**src/rtl/ebu_rr_arbiter.sv**
```systemverilog
// Round-robin AHB bus arbiter with burst tracking and lock support.
//
// Grants the bus to one requester at a time. The owner keeps the bus until the
// last beat of its burst; the burst length comes from the winner's HBURSTReq
// and is latched at grant time. A locked owner is re-granted back-to-back.
// Otherwise the next owner is picked round-robin, and the previous owner gets
// the lowest priority.
//
// Ports:
//   HCLK       - bus clock, rising-edge active
//   HRESETn    - asynchronous active-low reset
//   Req        - per-requester bus request (bit i = requester i)
//   Lock       - per-requester lock; the owner keeps the bus across bursts
//   HBURSTReq  - per-requester HBURST, requester i at bits [3i+2:3i]
//   HREADY     - beat complete / bus ready
//   Grant      - registered one-hot grant, all-zero when idle
//   HBURST     - burst type latched from the granted requester
//   BeatCount  - beats completed in the current burst
//   FinalBeat  - the current beat is the last beat of the burst
//   Busy       - a requester owns the bus
module ebu_rr_arbiter #(
    parameter int unsigned NREQ = 3
) (
    input  logic              HCLK,
    input  logic              HRESETn,
    input  logic [NREQ-1:0]   Req,
    input  logic [NREQ-1:0]   Lock,
    input  logic [3*NREQ-1:0] HBURSTReq,
    input  logic              HREADY,
    output logic [NREQ-1:0]   Grant,
    output logic [2:0]        HBURST,
    output logic [3:0]        BeatCount,
    output logic              FinalBeat,
    output logic              Busy
);

    localparam int unsigned IdxW = $clog2(NREQ);

    typedef enum logic {StIdle, StOwn} state_e;

    state_e          state_q, state_d;
    logic [NREQ-1:0] grant_q, grant_d;
    logic [2:0]      hburst_q, hburst_d;
    logic [3:0]      beat_q, beat_d;
    logic [3:0]      thresh_q, thresh_d;
    logic [IdxW-1:0] last_q, last_d;

    logic            win_found;
    logic [IdxW-1:0] win_idx;
    logic [NREQ-1:0] win_grant;
    logic [2:0]      win_burst;
    logic [2:0]      own_burst;
    logic            own_lock;
    logic            final_beat;

    // HBURST[2:1] selects the burst length: SINGLE/INCR, 4, 8 or 16 beats.
    function automatic logic [3:0] burst_thresh(input logic [2:0] burst);
        logic [3:0] t;
        case (burst[2:1])
            2'b00:   t = 4'd0;
            2'b01:   t = 4'd3;
            2'b10:   t = 4'd7;
            default: t = 4'd15;
        endcase
        return t;
    endfunction

    // Scan upward from last_q + 1 with wrap; last_q itself is checked last.
    always_comb begin
        win_found = 1'b0;
        win_idx   = '0;
        win_grant = '0;
        win_burst = '0;
        for (int unsigned off = 1; off <= NREQ; off++) begin
            for (int unsigned i = 0; i < NREQ; i++) begin
                if (!win_found && Req[i] && (i == ((32'(last_q) + off) % NREQ))) begin
                    win_found    = 1'b1;
                    win_idx      = IdxW'(i);
                    win_grant    = '0;
                    win_grant[i] = 1'b1;
                    win_burst    = HBURSTReq[3*i +: 3];
                end
            end
        end
    end

    // The current owner is always last_q: a lock re-grant leaves it unchanged.
    always_comb begin
        own_burst = '0;
        for (int unsigned i = 0; i < NREQ; i++) begin
            if (IdxW'(i) == last_q) begin
                own_burst = HBURSTReq[3*i +: 3];
            end
        end
    end

    assign own_lock   = |(Lock & grant_q);
    assign final_beat = (state_q == StOwn) && (beat_q == thresh_q);

    always_comb begin
        state_d  = state_q;
        grant_d  = grant_q;
        hburst_d = hburst_q;
        beat_d   = beat_q;
        thresh_d = thresh_q;
        last_d   = last_q;
        unique case (state_q)
            StIdle: begin
                grant_d = '0;
                if (win_found) begin
                    state_d  = StOwn;
                    grant_d  = win_grant;
                    hburst_d = win_burst;
                    thresh_d = burst_thresh(win_burst);
                    beat_d   = 4'd0;
                    last_d   = win_idx;
                end
            end
            StOwn: begin
                if (HREADY) begin
                    if (!final_beat) begin
                        beat_d = beat_q + 4'd1;
                    end else if (own_lock) begin
                        hburst_d = own_burst;
                        thresh_d = burst_thresh(own_burst);
                        beat_d   = 4'd0;
                    end else if (win_found) begin
                        grant_d  = win_grant;
                        hburst_d = win_burst;
                        thresh_d = burst_thresh(win_burst);
                        beat_d   = 4'd0;
                        last_d   = win_idx;
                    end else begin
                        state_d = StIdle;
                        grant_d = '0;
                        beat_d  = 4'd0;
                    end
                end
            end
            default: begin
                state_d = StIdle;
                grant_d = '0;
                beat_d  = 4'd0;
            end
        endcase
    end

    always_ff @(posedge HCLK or negedge HRESETn) begin
        if (!HRESETn) begin
            state_q  <= StIdle;
            grant_q  <= '0;
            hburst_q <= 3'b000;
            beat_q   <= 4'd0;
            thresh_q <= 4'd0;
            last_q   <= IdxW'(NREQ - 1);
        end else begin
            state_q  <= state_d;
            grant_q  <= grant_d;
            hburst_q <= hburst_d;
            beat_q   <= beat_d;
            thresh_q <= thresh_d;
            last_q   <= last_d;
        end
    end

    assign Grant     = grant_q;
    assign HBURST    = hburst_q;
    assign BeatCount = beat_q;
    assign FinalBeat = final_beat;
    assign Busy      = (state_q == StOwn);

endmodule

```
**config.mk**
```make
export PLATFORM = sky130hd
export DESIGN_NAME = ebu_rr_arbiter
export DESIGN_NICKNAME = d
export VERILOG_FILES = /design/src/rtl/ebu_rr_arbiter.sv
export SDC_FILE = /design/constraint.sdc
export NUM_CORES = 1
export LEC_CHECK = 0
export CAP_MARGIN = 0
export CORE_MARGIN = 3
export CORE_UTILIZATION = 45
export DETAILED_ROUTE_END_ITERATION = 8
export PLACE_DENSITY = 0.72
export SYNTH_ARGS = -nofsm -noshare
export SYNTH_HDL_FRONTEND = slang
export SYNTH_SLANG_ARGS = --single-unit
export TNS_END_PERCENT = 100
```
**constraint.sdc**
```tcl
create_clock -name HCLK -period 2.5 [get_ports HCLK]
set_input_delay 0.5 -clock HCLK [delete_from_list [all_inputs] [get_ports HCLK]]
set_output_delay 0.5 -clock HCLK [all_outputs]
set_load 0.01 [all_outputs]
```
# --- Word-level counts from Yosys, hierarchy flattened ---
# Index checks and enable logic that the tools add are counted.
word_totals:
  in_bits: 18
  reg_bits: 17
op_classes:
  addsub: 4
  n_reduce_logical: 36
  div: 3
  mux: 69
  n_eq_ne: 17
  bitwise: 2
op_table:
  columns: ["op", "count"]
  rows:
  - ["equality test 1 x 32 -> 1 bit (first input constant)", 3]
  - ["equality test 2 x 32 -> 1 bit (first input constant)", 3]
  - ["logical NOT 32 bit", 3]
  - ["modulo 32 x 2 -> 32 bit (second input constant)", 3]
  - ["two-way mux 3 bit", 27]
  - ["two-way mux 4 bit", 7]
  - ["two-way mux 2 bit", 12]
  - ["one-hot mux 4 bit (3 select lines)", 2]
  - ["logical AND 1 bit", 18]
  - ["one-hot mux 4 bit (2 select lines)", 2]
  - ["two-way mux 1 bit", 15]
  - ["one-hot mux 3 bit (2 select lines)", 2]
  - ["logical NOT 1 bit", 8]
  - ["!= test 2 bit (second input constant)", 4]
  - ["adder 2 x 2 -> 3 bit (second input constant)", 2]
  - ["logical NOT 2 bit", 3]
  - ["adder 4 x 1 -> 4 bit (second input constant)", 1]
  - ["equality test 2 x 1 -> 1 bit (second input constant)", 2]
  - ["equality test 2 bit (second input constant)", 2]
  - ["equality test 4 bit", 1]
  - ["one-hot mux 2 bit (2 select lines)", 1]
  - ["AND reduction 2 bit", 2]
  - ["adder 2 x 1 -> 3 bit (second input constant)", 1]
  - ["bitwise AND 3 bit", 1]
  - ["6 further kinds", 6]

# --- Longest topological paths before layout ---
# Gate-level depths: netlist of the first run.
depth:
  word_depth: 44
  ltp_mapped: 10
  mapped_depth_nobuf: 8

# --- Least setup slack after synthesis of the first run ---
# No wires, ideal clock.
synth_timing:
  path_kind: "reg-to-reg"
  startpoint: "reg last_q[1]"
  endpoint: "reg thresh_q[0]"
  path_stages_with_launch: 10
  setup_slack_ns: 0.264
  arrival_ns: 2.095
  setup_ns: 0.141
  path_cell_list: "dfstp_2 -> inv_1 -> ha_1 -> buf_6 -> or2_4 -> or4_1 -> o221a_2 -> o311ai_2 -> and2_1 -> nand3_1"
synth_via:
  elab_chain_cells: 44
synth_rtl:
  columns: ["item", "line_no", "text"]
  rows:
  - ["from (decl)", "46", "logic [IdxW-1:0] last_q, last_d;"]
  - ["from (signal assigned)", "155", "last_q <= IdxW'(NREQ - 1);"]
  - ["from (signal assigned)", "162", "last_q <= last_d;"]
  - ["adder 2 x 1 -> 3 bit", "76", "if (!win_found && Req[i] && (i == ((32'(last_q) + off) % NREQ))) begin"]
  - ["modulo 32 x 2 -> 32 bit", "76", null]
  - ["logical NOT 32 bit", "76", null]
  - ["logical AND 1 bit", "76", null]
  - ["two-way mux 1 bit", "76", null]
  - ["logical NOT 1 bit", "76", null]
  - ["logical AND 1 bit (2 in a row)", "76", null]
  - ["two-way mux 1 bit", "76", null]
  - ["[27 not listed]", null, null]
  - ["two-way mux 3 bit", "76", null]
  - ["equality test 2 bit, or another cell as far along", "59", "case (burst[2:1])"]
  - ["one-hot mux 4 bit (3 select lines)", "59", null]
  - ["two-way mux 4 bit", "110, 127", null]
  - ["two-way mux 4 bit", "123", "end else if (own_lock) begin"]
  - ["two-way mux 4 bit", "121", "if (!final_beat) begin"]
  - ["two-way mux 4 bit", "120", "if (HREADY) begin"]
  - ["one-hot mux 4 bit (2 select lines) *", "107", "unique case (state_q)"]
  - ["to (signal assigned)", "161", "thresh_q <= thresh_d;"]
  - ["to (decl)", "45", "logic [3:0] thresh_q, thresh_d;"]
# Mark *: on every way between the ends. The rest lies on a longest branch, timed or not. The select of a mux whose other input is x is not followed.
# A chain may end at the register's enable or synchronous reset.

# --- Worst setup path in the final report of the first run ---
layout_timing:
  startpoint: "reg beat_q[2], in the netlist BeatCount[2]"
  endpoint: "out FinalBeat"
layout_via:
  elab_chain_cells: 2
layout_rtl:
  columns: ["item", "line_no", "text"]
  rows:
  - ["from (decl)", "44", "logic [3:0] beat_q, beat_d;"]
  - ["from (signal assigned)", "160", "beat_q <= beat_d;"]
  - ["equality test 4 bit", "98", "assign final_beat = (state_q == StOwn) && (beat_q == thresh_q);"]
  - ["logical AND 1 bit", "98", null]
  - ["to (decl)", "33", "output logic FinalBeat,"]
# Every way passes these cells.

==> results by group, run 1 <==
Run status
  – Status: complete, no violations

Placement
  – Setup slack at placement: between 20 and 25 ps
  – # port buffers: 29
  – Routability Congestion: ~0.91
  – Post-DP HPWL: 3.351 mm
  – Cells after DPL: around 260
  – Placed Area: 1863 sq um

Global route
  – Gr usage total: 22.18%
  – Largest net degree at the start of global routing: 18
  – Initial antenna violation count: 0
  – First-pass GRT wire length: slightly above 7 mm
  – Vias in the first global route: about 1500
  – Global route total overflow: 0

Timing
  – Min Hold Slack: ~530 ps
  – Setup TNS: 0 ps
  – Final worst slack: between 150 and 200 ps
  – Final setup fails: 0
  – Pins Over Slew Limit: 0
  – Final min period: approximately 2300 ps
  – Fin crit share: roughly 94%
  – Clock Skew: 4.163 ps
  – Fmax: about 430 MHz
  – Slew @ Worst Pin: 768.1 ps
  – Relative slew margins: between 40% and 50%
  – Fin. Hold Viols: 0

Power
  – LEAKAGE: 0.8298 nW
  – Overall Power: approximately 2.3 mW
  – Power per cell area: between 1000 and 1500 nW/um^2
  – Peak supply drop: ~0.85 mV

Yosys
  – Post-Synth Adder-Cell Area: ~5.2%
  – Cell taking the most area after synthesis: dfrtp_1
  – Top_reg_cell synth: dfrtp_1
  – Register area share after synthesis: between 20 and 30%
  – Syn_nets: 204
  – Avg Inst Size Synth: 8.063 sq um
  – Synth warn: 0
  – Dominant cells by area after synthesis: dfrtp_1 28%, nand2_1 6.7%, o21ai_0 6.2%, ha_1 5.2%, nand3_1 3.4%
  – Number of synthesized flops with an enable pin: 0
  – Compound-Gate Fraction of Synth Area: just under 30%
  – FF+latch count, synth: 17
  – Yosys top cell area share: 27.59%
  – Dominant combinational cell family by area after synthesis: compound AO/OA/AOI/OAI gates
  – Fraction of registers with async set/reset: 100.0%
  – Count of different cell masters after synthesis: 54
  – Synth Area in XOR/XNOR: 2.414%
  – Cell Area, Synth: 1451 sq um
  – Mux cell area share after synthesis: under 10%
  – Cells after synthesis: 180
  – Simple-gate share of the synthesized area: 24.66%

Critical path
  – CP startpoint kind: register
  – Arrival time at the worst endpoint: 1840 ps
  – Crit Path Max Fanout: 6
  – CP Class: register to output port
  – Worst Setup End Kind: output port
  – Required time worst endpoint: 2000 ps

Route
  – Vias: roughly 1600
  – DRC viols: 0
  – Met3 routed WL: approximately 350 um
  – Drt pass-1 iters: 4
  – Initial DRC count: between 150 and 200
  – Via density per instance: around 6.0
  – Top layer reached by signal wires: met4
  – DRT antenna net count: 0
  – Met2 WL post-DR: 1.948 mm
  – Routed len/inst: about 16 um
  – Total Wirelength: between 4 and 5 mm
  – Met1 WL: approximately 1.9 mm

Clock tree
  – Num CTS Buffers: 3
  – Clk Latency, worst-skew pair: roughly 300 ps
  – Clock Tree Root: clkbuf_4
  – Reg clk slew, reported paths: approximately 100 ps
  – CTS hold repair buffers: 0
  – TritonCTS clock tree: yes
  – Clock Tree Buf Depth: 2
  – H-tree Lvls: 1
  – Clock sinks: 17

Floorplanning
  – Num rows: 19
  – Num ports: 30
  – Core area: approximately 2900 sq um
  – Die area: 3943 sq um
  – Die Y: roughly 63 um
  – Starting Density: approximately half
  – Die Wd: roughly 63 um

Layout
  – Inserted Diodes: 0
  – Post-Layout Inst Area: between 1500 and 2000 sq um
  – Final net count: 247
  – Finished Core Util: roughly 66%
  – Area grow syn2layout: 32.16%
  – Non-filler cells, final: 264
  – Share of cells above drive strength 1: between 10% and 20%
  – Filler cell count: approximately 270

Hold path
  – Min-delay worst type: register to register

Flow run
  – Max-Cap Viols: 0
==> worst paths after layout <==
| kind | depth (start not counted) | start | slack (ps) | end |
|---|---|---|---|---|
| max in group asynchronous | 1 | HRESETn | 1380 | Grant[1]$_DFFE_PN0P_ |
| hold / removal | 2 | HBURST[2]$_DFFE_PN0P_ | 530 | HBURST[2]$_DFFE_PN0P_ |
| setup reg to reg | 8 | last_q[1]$_DFFE_PN1P_ | 170 | thresh_q[1]$_DFFE_PN0P_ |
| min in group asynchronous | 1 | HRESETn | 640 | thresh_q[0]$_DFFE_PN0P_ |
| hold reg to reg | 2 | HBURST[2]$_DFFE_PN0P_ | 530 | HBURST[2]$_DFFE_PN0P_ |
| setup / recovery | 4 | BeatCount[2]$_DFFE_PN0P_ | 160 | FinalBeat |
==> cells by family after synthesis <==
| group | after synthesis |
|---|---|
| simple gates | 70 |
| compound gates | 60 |
| buf+inv | 19 |
| flops | 17 |
| fa+ha+maj | 6 |
| xor+xnor | 4 |
| mux | 4 |
==> cells in the final DEF (no fill, tap or decap), types with 3 or more instances in the layout <==
cell type	n
nand2b_1	5
inv_1	11
nor3_1	5
nand4_1	4
clkdlybuf4s50_1	29
xnor2_1	4
dfrtp_1	16
a22oi_1	4
ha_1	4
nand2_1	26
o21ai_0	18
buf_4	17
clkbuf_4	3
a21oi_1	6
o211ai_1	3
nand3_1	10
a21boi_0	3
nor2_1	7
==> metal layers <==
layer  vias to the layer above  track usage, %
met5                         -               0
met4                         0           4.683
met3                         9           5.216
met2                        81           34.89
met1                       736           30.89
li1                        749               -
==> final cells by class <==
cell class / instances / area [sq um] / share of cell area, %
timing repair buffer: 46 / 417.9 / 21.79
tap: 42 / 52.55 / 2.740
sequential: 17 / 426.7 / 22.24
clock buffer: 4 / 26.28 / 1.370
multi-input combinational: 144 / 953.4 / 49.71
inverter: 11 / 41.29 / 2.153
==> power by group <==
part	internal (mW)	switching, mW
sequential	0.405	0.131
clock	0.0622	0.0892
combinational	0.763	0.826
total	1.23	1.05
==> repair_timing <==
item,in CTS,in global routing
hold endpoints to repair,0,0
endpoints found under the setup margin,1,9
setup buffers,1,0
resized for setup,0,4
pin swaps,1,1
==> cell usage after synthesis, types with 2 or more instances <==
library cell / number
a22oi_1: 4
ha_1: 6
buf_2: 3
and2_1: 2
nor3_1: 5
inv_1: 11
a22o_1: 2
nor2b_1: 2
mux2_2: 2
o21ai_0: 18
buf_6: 2
a32oi_1: 2
nand3_1: 10
nor2_1: 7
a21oi_1: 6
dfrtp_1: 16
nand2_1: 26
nand4_1: 4
mux2i_1: 2
o22ai_1: 2
a21boi_0: 3
nand2b_1: 5
xnor2_1: 4
o211ai_1: 3
o31ai_1: 2
clkbuf_2: 2
a31oi_1: 2
==> worst max-delay path, cell delays in order (launching register included) <==
cell             delay (ps)
dfrtp_1                 460
xnor2_1                 230
nand4_1                 180
nor2_1                  120
clkdlybuf4s50_1         550
==> sequential cells by signal (all words and copies together) (netlist names) <==
register,cells
BeatCount,4
Busy,1
Grant,3
HBURST,3
last_q,2
thresh_q,4
Power figures use the tool's default switching activity.
==> run 2, diff against run 1 <==
--- a/config.mk
+++ b/config.mk
@@ -5,7 +5,7 @@
 export SDC_FILE = /design/constraint.sdc
 export NUM_CORES = 1
 export LEC_CHECK = 0
-export CAP_MARGIN = 0
+export CAP_MARGIN = 20
 export CORE_MARGIN = 3
 export CORE_UTILIZATION = 45
 export DETAILED_ROUTE_END_ITERATION = 8
==> results of run 2 <==
Same layout as run 1: the final DEF is identical, and so are final timing and power.
==> run 3, diff against run 2 <==
==> constraint.sdc (replaced) <==
create_clock -name HCLK -period 2.5 [get_ports HCLK]
set_input_delay 0.25 -clock HCLK [delete_from_list [all_inputs] [get_ports HCLK]]
set_output_delay 0.25 -clock HCLK [all_outputs]
set_load 0.01 [all_outputs]
==> run 3 against run 2 <==
- die area is the same
- non-clock buffer count shrank 8
- power shrank 6.8%
- hold slack lost 140 ps
- sequential cell count is the same
- maximum frequency grew 0.88%
- first-iteration DRC count grew 7.2%
- sequential power is essentially flat
- largest cell class unchanged
- wire length shrank 4.4%
- largest power group unchanged
==> results by group, run 3 (same netlist as run 1, synthesis figures left out) <==
Timing
  – Relative slew margins: 49.12% (+0.49 points)
  – RSZ-0062 raised after global routing: no
  – Fin crit share: 92.69% (-0.81 points)
  – Fmax: 431.5 MHz (+0.88%)
  – Setup TNS: 0 ps (unchanged)
  – Fin. Hold Viols: 0 (unchanged)
  – Clock Skew: 3.917 ps (-0.2463 ps)
  – Final min period: 2317 ps (-20.33 ps)
  – Final worst slack: 182.6 ps (+20.33 ps)
  – Slew @ Worst Pin: 760.9 ps (-7.260 ps)
  – Final setup fails: 0 (unchanged)
  – Pins Over Slew Limit: 0 (unchanged)
  – Min Hold Slack: 395.7 ps (-138.6 ps)

Critical path
  – Top Family by Delay on Critical Path: compound AO/OA/AOI/OAI gates
  – FF-to-FF setup slack: 180 ps (about the same)
  – CP startpoint kind: register
  – Critical path cell sequence: inv_1, ha_2, nand2b_4, a31oi_2, nor3_1, o31a_1, o211ai_1, nand3_1
  – CP Class: register to register
  – Required time worst endpoint: 2660 ps (+660 ps)
  – Worst Setup End Kind: register
  – Arrival time at the worst endpoint: 2480 ps (+640 ps)
  – CP Depth: 8 (+4)
  – Crit Path Max Fanout: 9 (+3)
  – Worst Reg2Reg Path Length in Cells: 8 (unchanged)
  – Cell at the slowest stage of the critical path: dfstp_2
  – Worst path bufs/invs: 1 (unchanged)
  – Crit-path max cell delay: 560 ps (about the same)

Route
  – Initial DRC count: 164 (+7.2%)
  – DRT antenna net count: 0 (unchanged)
  – Drt pass-1 iters: 4 (unchanged)
  – Vias: 1528 (-3.0%)
  – Via density per instance: 5.969 (about the same)
  – Total Wirelength: 4.089 mm (-4.4%)
  – DRC viols: 0 (unchanged)
  – Routed len/inst: 15.97 um (-1.4%)

Layout
  – Finished Core Util: 63.63% (-2.5 points)
  – Area grow syn2layout: 27.16%
  – Most common cell after layout, fill and taps aside: clkdlybuf4s50_1
  – Final net count: 239 (-3.2%)
  – Commonest cells after routing, fill and taps aside: 29 x clkdlybuf4s50_1, 26 x nand2_1, 18 x o21ai_0
  – Register area: 426.7 sq um (unchanged)
  – Share of cells above drive strength 1: 11.21% (-3.6 points)
  – Multi-input logic area: 940.9 sq um (-1.3%)
  – Filler cell count: 280 (+2.6%)
  – Inserted Diodes: 0 (unchanged)

Power
  – Peak supply drop: 0.7541 mV (-12%)
  – LEAKAGE: 0.7920 nW (-4.6%)
  – Power per cell area: 1150 nW/um^2 (-3.1%)

Global route
  – Vias in the first global route: 1447 (-4.9%)
  – Largest net degree at the start of global routing: 18 (unchanged)
  – Gr usage total: 21.92% (-0.26 points)
  – First-pass GRT wire length: 7.031 mm (-2.7%)
  – Global route total overflow: 0 (unchanged)
  – Initial antenna violation count: 0 (unchanged)

Clock tree
  – H-tree Lvls: 1 (unchanged)
  – Clock Tree Root: clkbuf_4
  – TritonCTS clock tree: yes
  – CTS hold repair buffers: 0 (unchanged)
  – Reg clk slew, reported paths: 100 ps (about the same)
  – Num CTS Buffers: 3 (unchanged)
  – Clk Latency, worst-skew pair: 290 ps (about the same)
  – Clock sinks: 17 (unchanged)
  – Clock Tree Buf Depth: 2 (unchanged)

Placement
  – Routability Congestion: 0.9688 (+7.0%)
  – # port buffers: 29 (unchanged)
  – Post-DP HPWL: 3.250 mm (-3.0%)
  – Setup slack at placement: 56.48 ps (+34.55 ps)

Run status
  – Status: complete, no violations

Floorplanning
  – Num ports: 30 (unchanged)
  – Core area: 2900 sq um (unchanged)
  – Die Y: 62.79 um (unchanged)
  – Die area: 3943 sq um (unchanged)
  – Starting Density: 50.04% (unchanged)
  – Num rows: 19 (unchanged)
  – Die Wd: 62.79 um (unchanged)

Hold path
  – Min-delay worst type: primary input to asynchronous set/reset pin

Flow run
  – Max-Cap Viols: 0 (unchanged)
## run 3: path summary, 6_finish.rpt
check | start | to
worst min-delay path | HRESETn | HBURST[0]$_DFFE_PN0P_
worst max register to register | last_q[1]$_DFFE_PN1P_ | thresh_q[1]$_DFFE_PN0P_
min in group HCLK | HBURST[2]$_DFFE_PN0P_ | HBURST[2]$_DFFE_PN0P_
worst max-delay path | last_q[1]$_DFFE_PN1P_ | thresh_q[1]$_DFFE_PN0P_
max in group asynchronous | HRESETn | HBURST[1]$_DFFE_PN0P_
worst min register to register | HBURST[2]$_DFFE_PN0P_ | HBURST[2]$_DFFE_PN0P_
## run 3: final cells by class
type	count	area share, %
clock buffers	4	1.424
inverters	11	2.237
multi-input cells	144	50.98
flip-flops and latches	17	23.12
well taps	42	2.847
repair buffers	38	19.39
## run 3: power breakdown
group	switching (mW)	total [mW]	internal, mW
combinational	0.767	1.44	0.673
sequential	0.129	0.533	0.404
clock	0.0864	0.149	0.0622
total	0.982	2.12	1.14
## run 3: metal layers
metal	track usage (%)	vias up	share of wire (%)
met5	0	-	0
met4	4.683	0	1.3
met3	4.137	8	7.0
met2	34.35	69	46
met1	31.22	711	45
li1	-	740	-
## run 3: what timing repair did
action / CTS / global route
endpoints found under the setup margin: 0 / 7
gates resized for setup: 0 / 2
setup buffers: 0 / 1
## run 3: stage by stage
stage               instance area [sq um]  std cells  power [mW]
finish                               1846        256       2.122
detailed placement                   1803        251       1.939
CTS                                  1829        255       2.099
global route                         1846        256       2.325
global placement                     1803        251       1.929
floorplan                            1451        180       1.457
